File: src/rtl/store_buffer_pkg.sv
// Shared definitions for the MEM-stage store buffer: cache access sizes,
// drain FSM encoding, the queued entry layout and the strobe-to-size decode.
package store_buffer_pkg;

  localparam logic [1:0] SIZE_BYTE = 2'd0;
  localparam logic [1:0] SIZE_HALF = 2'd1;
  localparam logic [1:0] SIZE_WORD = 2'd2;

  typedef enum logic [1:0] {
    IDLE = 2'd0,
    REQ  = 2'd1,
    WAIT = 2'd2
  } sb_state_e;

  typedef struct packed {
    logic [31:0] addr;
    logic [31:0] wdata;
    logic [3:0]  wstrb;
  } sb_entry_t;

  // Patterns that are not legal store strobes fall back to a word access.
  function automatic logic [1:0] strb_to_size(input logic [3:0] strb);
    logic [1:0] size;
    case (strb)
      4'b1111:                            size = SIZE_WORD;
      4'b0011, 4'b1100:                   size = SIZE_HALF;
      4'b0001, 4'b0010, 4'b0100, 4'b1000: size = SIZE_BYTE;
      default:                            size = SIZE_WORD;
    endcase
    return size;
  endfunction

endpackage

File: src/rtl/store_buffer_if.sv
// Data-cache write port of the store buffer (SRAM-like req/addr_ok/data_ok).
//   master : store buffer side, drives the request and payload
//   slave  : cache side, returns addr_ok / data_ok
interface store_buffer_if;
  logic        data_req;
  logic        data_wr;
  logic [1:0]  data_size;
  logic [31:0] data_addr;
  logic [3:0]  data_wstrb;
  logic [31:0] data_wdata;
  logic        data_addr_ok;
  logic        data_data_ok;

  modport master (
    output data_req, data_wr, data_size, data_addr, data_wstrb, data_wdata,
    input  data_addr_ok, data_data_ok
  );

  modport slave (
    input  data_req, data_wr, data_size, data_addr, data_wstrb, data_wdata,
    output data_addr_ok, data_data_ok
  );
endinterface

File: src/rtl/store_buffer_fifo.sv
// sb_fifo: circular store queue with valid bits, pointers and occupancy count,
// plus a per-entry word-address match vector used for load hazard detection.
//   clk/resetn  : clock, async active-low reset
//   push/entry  : enqueue at the write pointer (ignored when full)
//   pop         : dequeue the head (ignored when empty)
//   ld_word     : load word address; match[i] = valid[i] and same word
//   head/count/full/empty : queue status
module sb_fifo
  import store_buffer_pkg::*;
#(
  parameter int DEPTH = 4,
  parameter int PTR_W = 2
) (
  input  logic             clk,
  input  logic             resetn,
  input  logic             push,
  input  sb_entry_t        entry,
  input  logic             pop,
  input  logic [31:2]      ld_word,
  output sb_entry_t        head,
  output logic [PTR_W:0]   count,
  output logic             full,
  output logic             empty,
  output logic [DEPTH-1:0] match
);

  sb_entry_t        mem [DEPTH];
  logic [DEPTH-1:0] valid;
  logic [PTR_W-1:0] wptr, rptr;
  logic             do_push, do_pop;

  assign full    = (count == (PTR_W+1)'(DEPTH));
  assign empty   = (count == '0);
  assign do_push = push & ~full;
  assign do_pop  = pop & ~empty;
  assign head    = mem[rptr];

  // Payload storage needs no reset: valid bits gate every use of it.
  always_ff @(posedge clk) begin
    if (do_push) mem[wptr] <= entry;
  end

  // Push and pop never target the same slot: that would need count to be
  // both 0 (pop blocked) and DEPTH (push blocked).
  always_ff @(posedge clk or negedge resetn) begin
    if (!resetn) begin
      valid <= '0;
      wptr  <= '0;
      rptr  <= '0;
      count <= '0;
    end else begin
      if (do_push) begin
        valid[wptr] <= 1'b1;
        wptr        <= wptr + PTR_W'(1);
      end
      if (do_pop) begin
        valid[rptr] <= 1'b0;
        rptr        <= rptr + PTR_W'(1);
      end
      case ({do_push, do_pop})
        2'b10:   count <= count + (PTR_W+1)'(1);
        2'b01:   count <= count - (PTR_W+1)'(1);
        default: count <= count;
      endcase
    end
  end

  for (genvar i = 0; i < DEPTH; i++) begin : g_match
    assign match[i] = valid[i] && (mem[i].addr[31:2] == ld_word);
  end

endmodule

File: src/rtl/store_buffer.sv
// store_buffer: queues aligned stores from the MEM stage and drains them in
// order to the data cache, one write outstanding at a time.
//   clk, resetn            : clock, async active-low reset
//   st_valid/addr/wdata/wstrb, st_ready : store input (st_ready = not full)
//   ld_addr, ld_hit        : load word hazard against any queued store
//   sb_empty               : nothing queued and drain FSM idle
//   dbus (master)          : cache write port
module store_buffer
  import store_buffer_pkg::*;
#(
  parameter int DEPTH = 4,
  parameter int PTR_W = 2
) (
  input  logic                  clk,
  input  logic                  resetn,
  input  logic                  st_valid,
  input  logic [31:0]           st_addr,
  input  logic [31:0]           st_wdata,
  input  logic [3:0]            st_wstrb,
  output logic                  st_ready,
  input  logic [31:0]           ld_addr,
  output logic                  ld_hit,
  output logic                  sb_empty,
  store_buffer_if.master        dbus
);

  sb_state_e        state_q, state_d;
  sb_entry_t        st_entry, head;
  logic [PTR_W:0]   count;
  logic             full, empty, push, pop, req;
  logic [DEPTH-1:0] match;
  logic             unused_ld_lo;

  assign st_entry     = '{addr: st_addr, wdata: st_wdata, wstrb: st_wstrb};
  assign st_ready     = ~full;
  assign push         = st_valid & st_ready;
  assign unused_ld_lo = ^ld_addr[1:0];

  sb_fifo #(.DEPTH(DEPTH), .PTR_W(PTR_W)) u_fifo (
    .clk     (clk),
    .resetn  (resetn),
    .push    (push),
    .entry   (st_entry),
    .pop     (pop),
    .ld_word (ld_addr[31:2]),
    .head    (head),
    .count   (count),
    .full    (full),
    .empty   (empty),
    .match   (match)
  );

  always_ff @(posedge clk or negedge resetn) begin
    if (!resetn) state_q <= IDLE;
    else         state_q <= state_d;
  end

  // A push in the same cycle counts toward "work pending" so that a store
  // into an empty buffer is requested on the very next cycle.
  always_comb begin
    state_d = state_q;
    req     = 1'b0;
    pop     = 1'b0;
    case (state_q)
      IDLE: if (!empty || push) state_d = REQ;
      REQ: begin
        req = 1'b1;
        if (dbus.data_addr_ok) state_d = WAIT;
      end
      WAIT: begin
        if (dbus.data_data_ok) begin
          pop     = 1'b1;
          state_d = (count > (PTR_W+1)'(1) || push) ? REQ : IDLE;
        end
      end
      default: state_d = IDLE;
    endcase
  end

  // Payload is driven only alongside the request; zero otherwise.
  assign dbus.data_req   = req;
  assign dbus.data_wr    = req;
  assign dbus.data_size  = req ? strb_to_size(head.wstrb) : SIZE_BYTE;
  assign dbus.data_addr  = req ? head.addr  : 32'd0;
  assign dbus.data_wstrb = req ? head.wstrb : 4'd0;
  assign dbus.data_wdata = req ? head.wdata : 32'd0;

  assign ld_hit   = |match;
  assign sb_empty = empty && (state_q == IDLE);

endmodule
File: src/flat_wrapper.sv
// flat-port wrapper written by rule: the top's interface ports become plain ports
module store_buffer_flat import store_buffer_pkg::*;
#(
  parameter int DEPTH = 4,
  parameter int PTR_W = 2
)
  (clk, resetn, st_valid, st_addr, st_wdata, st_wstrb, st_ready, ld_addr, ld_hit, sb_empty, dbus_data_req, dbus_data_wr, dbus_data_size, dbus_data_addr, dbus_data_wstrb, dbus_data_wdata, dbus_data_addr_ok, dbus_data_data_ok);
  store_buffer_if dbus_i ();
  input  logic clk;
  input  logic resetn;
  input  logic st_valid;
  input  logic [31:0] st_addr;
  input  logic [31:0] st_wdata;
  input  logic [3:0] st_wstrb;
  output logic st_ready;
  input  logic [31:0] ld_addr;
  output logic ld_hit;
  output logic sb_empty;
  output wire logic [$bits(dbus_i.data_req)-1:0] dbus_data_req;
  output wire logic [$bits(dbus_i.data_wr)-1:0] dbus_data_wr;
  output wire logic [$bits(dbus_i.data_size)-1:0] dbus_data_size;
  output wire logic [$bits(dbus_i.data_addr)-1:0] dbus_data_addr;
  output wire logic [$bits(dbus_i.data_wstrb)-1:0] dbus_data_wstrb;
  output wire logic [$bits(dbus_i.data_wdata)-1:0] dbus_data_wdata;
  input wire logic [$bits(dbus_i.data_addr_ok)-1:0] dbus_data_addr_ok;
  input wire logic [$bits(dbus_i.data_data_ok)-1:0] dbus_data_data_ok;
  assign dbus_data_req = dbus_i.data_req;
  assign dbus_data_wr = dbus_i.data_wr;
  assign dbus_data_size = dbus_i.data_size;
  assign dbus_data_addr = dbus_i.data_addr;
  assign dbus_data_wstrb = dbus_i.data_wstrb;
  assign dbus_data_wdata = dbus_i.data_wdata;
  assign dbus_i.data_addr_ok = dbus_data_addr_ok;
  assign dbus_i.data_data_ok = dbus_data_data_ok;
  store_buffer #(.DEPTH(DEPTH), .PTR_W(PTR_W)) u_core (.clk(clk), .resetn(resetn), .st_valid(st_valid), .st_addr(st_addr), .st_wdata(st_wdata), .st_wstrb(st_wstrb), .st_ready(st_ready), .ld_addr(ld_addr), .ld_hit(ld_hit), .sb_empty(sb_empty), .dbus(dbus_i));
endmodule
File: config.mk
export PLATFORM = sky130hd
export DESIGN_NAME = store_buffer_flat
export DESIGN_NICKNAME = d
export VERILOG_FILES = /design/src/rtl/store_buffer_pkg.sv /design/src/rtl/store_buffer_if.sv /design/src/rtl/store_buffer_fifo.sv /design/src/rtl/store_buffer.sv /design/src/flat_wrapper.sv
export SDC_FILE = /design/constraint.sdc
export NUM_CORES = 1
export LEC_CHECK = 0
export ABC_AREA = 1
export BUFFER_PORTS_ARGS = -buffer_cell sky130_fd_sc_hd__buf_2
export CORE_ASPECT_RATIO = 0.8
export CORE_MARGIN = 2
export CORE_UTILIZATION = 50
export DETAILED_ROUTE_END_ITERATION = 16
export PLACE_DENSITY = 0.71
export SETUP_SLACK_MARGIN = 0.1
export SLEW_MARGIN = 20
export SYNTH_ARGS = -nofsm -noshare
export SYNTH_HDL_FRONTEND = slang
export SYNTH_SLANG_ARGS = --single-unit
File: constraint.sdc
create_clock -name clk -period 4.95 [get_ports clk]
set_clock_uncertainty 0.05 [all_clocks]
set_input_delay 0.2475 -clock clk [delete_from_list [all_inputs] [get_ports clk]]
set_output_delay 0.2475 -clock clk [all_outputs]
set_load 0.02 [all_outputs]
* Word level (Yosys, flattened, before mapping)
Memory sizes are Yosys's and may differ from the RTL's.
Index checks and enable logic that the tools add are counted.
** Storage, ports and cells
- Register bits after elaboration :: 13
- Memory bits (writable) :: 272
- Output and inout port bits :: 75
- Memories kept :: 1
** Operators by class
- Add/sub/neg operators :: 4
- $lt $le $gt $ge :: 5
- Equal/unequal tests :: 18
- Mux-type cells :: 22
- Bitwise gates (word level) :: 8
- Reductions and logical operators :: 17
** Memory list
- u_core.u_fifo.mem :: words 4, bits a word 68, rd ports 5, clocked after memory_dff 0, write ports 1, RTL line store_buffer_fifo.sv:27 : sb_entry_t mem [DEPTH];
** Operators with widths (count)
- equality test 30 bit :: 4
- two-way mux 32 bit :: 2
- two-way mux 4 bit :: 3
- equality test 4 x 2 -> 1 bit, second input constant :: 2
- equality test 4 bit, second input constant :: 2
- two-way mux 1 bit :: 8
- two-way mux 2 bit :: 4
- OR reduction 4 bit :: 2
- logical AND 1 bit :: 7
- less-than comparator 2 x 3 -> 1 bit, second input constant :: 2
- case mux 2 bit (3 select lines) :: 1
- case mux 3 bit (2 select lines) :: 1
- adder 2 x 1 -> 2 bit, second input constant :: 2
- bitwise AND 4 bit :: 1
- demux 1 bit (select 2 bit) :: 2
- equality test 2 x 1 -> 1 bit, second input constant :: 2
- equality test 2 bit, second input constant :: 2
- equality test 4 x 1 -> 1 bit, second input constant :: 1
- equality test 4 x 3 -> 1 bit, second input constant :: 1
- >= comparator 2 x 1 -> 1 bit, second input constant :: 2
- != test 2 bit, second input constant :: 2
- inverter 4 bit :: 1
- bitwise OR 4 bit :: 1
- case mux 2 bit (2 select lines) :: 1
- 14 further kinds :: 18

* Depth between registers and ports, before layout
- Depth in word-level cells :: 8
- Gate-level depth with buffers :: 10

* By module
From an unflattened synthesis, not the netlist that was laid out.
** Unflattened totals
- Cells, all modules :: 1482
- Area, all modules :: 13674.4 um^2
** By module, submodules not included
- sb_fifo :: times used 1, cells each 1302, area each 12881.1 um^2, seq. area each 8443.1 um^2
- store_buffer :: times used 1, cells each 180, area each 793.3 um^2, seq. area each 50.0 um^2

* Worst setup path after synthesis
OpenSTA, ideal clock, no wires.
- Kind :: register to register
- Start point :: register u_core.u_fifo.count[0]
- End point :: memory u_core.u_fifo.mem[0][0] (netlist name), enable pin
- Setup time :: 0.496 ns
- Arrival :: 4.001 ns
- Required time :: 4.404 ns
- Path slack :: 0.402 ns
- Stages on the path, launching flop included :: 6
- Path buffers :: 0
- Cells stage by stage :: dfrtp_1 > inv_1 > ha_1 > nand2_1 > nand2_1 > nor2_1
** Between the ends
- Word-level cells in the longest chain between the ends :: 6
** RTL lines
- start, declared :: RTL line store_buffer_fifo.sv:21 : output logic [PTR_W:0] count,
- start signal, assigned :: RTL line store_buffer_fifo.sv:61 : 2'b10: count <= count + (PTR_W+1)'(1);
- start signal, assigned :: RTL line store_buffer_fifo.sv:62 : 2'b01: count <= count - (PTR_W+1)'(1);
- start signal, assigned :: RTL line store_buffer_fifo.sv:63 : default: count <= count;
- equality test 3 bit (*) :: RTL line store_buffer_fifo.sv:32 : assign full = (count == (PTR_W+1)'(DEPTH));
- inverter 1 bit (*) :: RTL line store_buffer.sv:35 : assign st_ready = ~full;
- named net st_ready :: RTL line flat_wrapper.sv:15 : output logic st_ready;
- bitwise AND 1 bit :: RTL line store_buffer.sv:36 : assign push = st_valid & st_ready;
- bitwise AND 1 bit (*) :: RTL line store_buffer_fifo.sv:34 : assign do_push = push & ~full;
- two-way mux 1 bit (*) :: RTL line store_buffer_fifo.sv:40 : if (do_push) mem[wptr] <= entry;
- two-way mux 1 bit (implied by the code) (*) :: RTL line store_buffer_fifo.sv:40
- end, declared :: RTL line store_buffer_fifo.sv:27
Mark *: on every way through the listed nets, which the timed path passes. The rest lies on a longest branch.

* Worst setup path in the final report
- Start point :: register u_core.u_fifo.rptr[0]
- End point :: output port dbus_data_addr[11]
** Between the ends
- Word-level cells in the longest chain between the ends :: 2
** RTL lines
- start, declared :: RTL line store_buffer_fifo.sv:29 : logic [PTR_W-1:0] wptr, rptr;
- start signal, assigned :: RTL line store_buffer_fifo.sv:58 : rptr <= rptr + PTR_W'(1);
- memory (4 x 68 bit)
- two-way mux 32 bit :: RTL line store_buffer.sv:84 : assign dbus.data_addr = req ? head.addr : 32'd0;
- end, declared :: RTL line flat_wrapper.sv:22 : output wire logic [$bits(dbus_i.data_addr)-1:0] dbus_data_addr;
No other way between the ends.

==> metrics <==
worst skew pair latency 0.54 ns; multi-input logic area 4070 µm²; die height 150 µm; Initial Util 50.7%; Max IR drop VDD 379 µV; CTS buffer count 29; Post-Route Utilization 61.2%; Synth Flop Type edfxtp_1; CTS tree built; Total Routing Usage GR 24.9%; Worst Tran Pin Value 1.09 ns; total grt overflow 0; gp weighted congestion 0.951; reg2reg end u_core.u_fifo.mem[0][8]; Reg clk slew, reported paths 0.06 ns; ANT nets after route 0; fin nets 1739; share of cells above drive strength 1 14.6%; Mapped Cells 1382; Post-synth EDFFs 272; DP HPWL 22400 µm; status complete, no violations; final period utilization 71.2%; min-delay worst type input port to async pin; WL per Instance 17.9 µm; Die Width 187 µm; CTS H-tree depth 1; Peak Freq 0.284 GHz; CP arrival 3.23 ns; sequential cell area 8500 µm²; Yosys cell types 28; vias in the first global route 9780; PortBufs 177; Residual DRC 0; register area share after synthesis 63.7%; RSZ-0062 raised after global routing no; Seq cells post-synth 285; Avg Vias per Cell 5.25; initial antenna violation count 2; Clock Path Buffers 3; area delta synth->final 20.6%; Synthesized Nets 1500; setup TNS 0 ns; worst reg-to-reg path cell count 6; Leak 6.76 nW; Slew HR 27.1%; Post-DP Area 14500 µm²; final cell area excluding filler cells 16100 µm²; IO Pins 180; Worst Setup End Kind primary output; minimum clock period 3.52 ns; core box area 26300 µm²; final hold vios 0; pin count of the biggest net entering global routing 99; vias after detailed routing 10500; Worst setup startpoint u_core.u_fifo.rptr[0]; critical path startpoint category register; syn_area_per_cell 9.64 µm²; PwrDens 544 nW/µm²; max cap viols 0; Rows 53; WP data required 4.65 ns; root buffer cell clkbuf_16; worst-path fanout max 98; post-CTS sizing 0; Pre-Repair DR Iteration Count 6; Sink Count 285; final setup fails 0; DR iter-0 viols 1037; setup slack, reg-to-reg 1.99 ns; fillers 2233; synthesized area 13300 µm²; final max-slew violation count 0; Critical R2R Launch u_core.u_fifo.count[0]; global-route wire length before repair 53500 µm; Setup CP Type register to primary output; die area 28000 µm²; Post-synth ARST share 4.56%; Yosys warnings 0; Routed WL 35700 µm
-- flip-flops by register name (all words and copies together) (netlist names) --
name                 cells
u_core.state_q           2
u_core.u_fifo.mem      272
u_core.u_fifo.rptr       2
u_core.u_fifo.count      3
u_core.u_fifo.valid      4
u_core.u_fifo.wptr       2
-- report_power, final --
group / switching [mW] / internal [mW] / leakage [nW]
sequential: 0.248 / 3.19 / 2.64
combinational: 2.40 / 0.960 / 3.71
clock: 0.877 / 1.07 / 0.414
-- synthesized netlist by cell type, types with 2 or more instances --
cell	n	area (µm²)
o21ai_1	5	25.0
a2bb2oi_1	4	35.0
nor2_1	232	871
buf_6	5	56.3
inv_2	2	7.51
a21oi_1	117	586
o21ai_0	146	731
buf_2	26	130
inv_1	136	510
o211ai_1	10	75.1
edfxtp_1	272	8170
xnor2_1	10	87.6
ha_1	13	163
buf_1	2	7.51
nand3_1	14	70.1
o22ai_1	2	12.5
clkbuf_1	18	67.6
nand2_1	338	1270
nand2_2	3	18.8
dfrtp_1	13	325
xor2_1	7	61.3
-- what timing repair did --
item                                   CTS  global route
endpoints found under the hold margin  287             0
setup buffers                            0             0
hold buffers                            71             0
-- per-stage QoR --
stage	worst slack, ns	hold slack [ns]	power (mW)	instances
2_1_floorplan	0.402	-0.0981	5.71	1382
3_3_place_gp	2.05	0.109	6.69	1876
3_5_place_dp	2.01	0.114	6.77	1876
4_1_cts	1.40	0.0873	8.77	2000
5_1_grt	1.27	0.119	9.23	2001
6_report	1.43	0.0877	8.75	2001
-- cell usage in the layout, fill, tap and decap left out --
master and instances:
a21oi_1 117, a21oi_2 1, a2bb2oi_1 4, and3_1 1
buf_12 1, buf_2 177, buf_4 11, clkbuf_1 8
clkbuf_16 29, clkinv_1 7, clkinv_2 8, dfrtp_1 11
dfrtp_2 1, dfrtp_4 1, diode_2 1, dlygate4sd3_1 71
edfxtp_1 272, ha_1 13, inv_1 136, inv_2 2
inv_4 1, inv_6 1, nand2_1 338, nand2_2 3
nand3_1 14, nand3b_1 1, nand4_1 1, nor2_1 228
nor2_4 4, nor3_1 1, o211ai_1 10, o21ai_0 146
o21ai_1 5, o22ai_1 2, xnor2_1 10, xor2_1 7
-- area by class of cell --
cell class / count / area share [%]
tap: 357 / 2.78
multi-input combinational: 906 / 25.3
timing repair buffer: 260 / 10.6
clock buffer: 37 / 4.70
sequential: 285 / 52.9
antenna: 1 / 0.0156
inverter: 139 / 3.26
clock inverter: 16 / 0.467
-- worst max-delay path, stage by stage (launching register included) --
cell,delay [ns]
dfrtp_4,0.84
buf_4,0.88
o21ai_0,0.28
a21oi_1,0.42
buf_2,0.24
-- metal layers --
metal | vias up | track usage [%] | wire, µm
li1 | 5076 | - | -
met1 | 4916 | 35.6 | 15700
met2 | 462 | 40.4 | 16200
met3 | 51 | 3.78 | 3170
met4 | 2 | 5.95 | 696
met5 | - | 0 | 13
-- worst max-delay path by stage --
| stage | cells past startpoint | endpoint |
|---|---|---|
| after floorplan | 5 | u_core.u_fifo.mem[0][0] |
| after global placement | 6 | u_core.u_fifo.mem[0][5] |
| after detailed placement | 6 | u_core.u_fifo.mem[0][12] |
| after CTS | 4 | dbus_data_addr[11] |
| after global routing | 6 | dbus_data_addr[19] |
| final | 4 | dbus_data_addr[11] |
-- cell families (layout without fill, tap and decap cells) --
logic type               count (synthesis)  in the layout  share of synthesized area [%]
buffers and inverters                  191            452                           5.95
XOR/XNOR                                17             17                           1.12
adder cells (fa/ha/maj)                 13             13                           1.22
AO/OA/AOI/OAI                          285            285                           11.1
flip-flops                             285            285                           63.7
other                                    0              1                              0
AND/OR/NAND/NOR                        591            591                           16.9
Note: power is estimated with default switching activity, not from simulation.
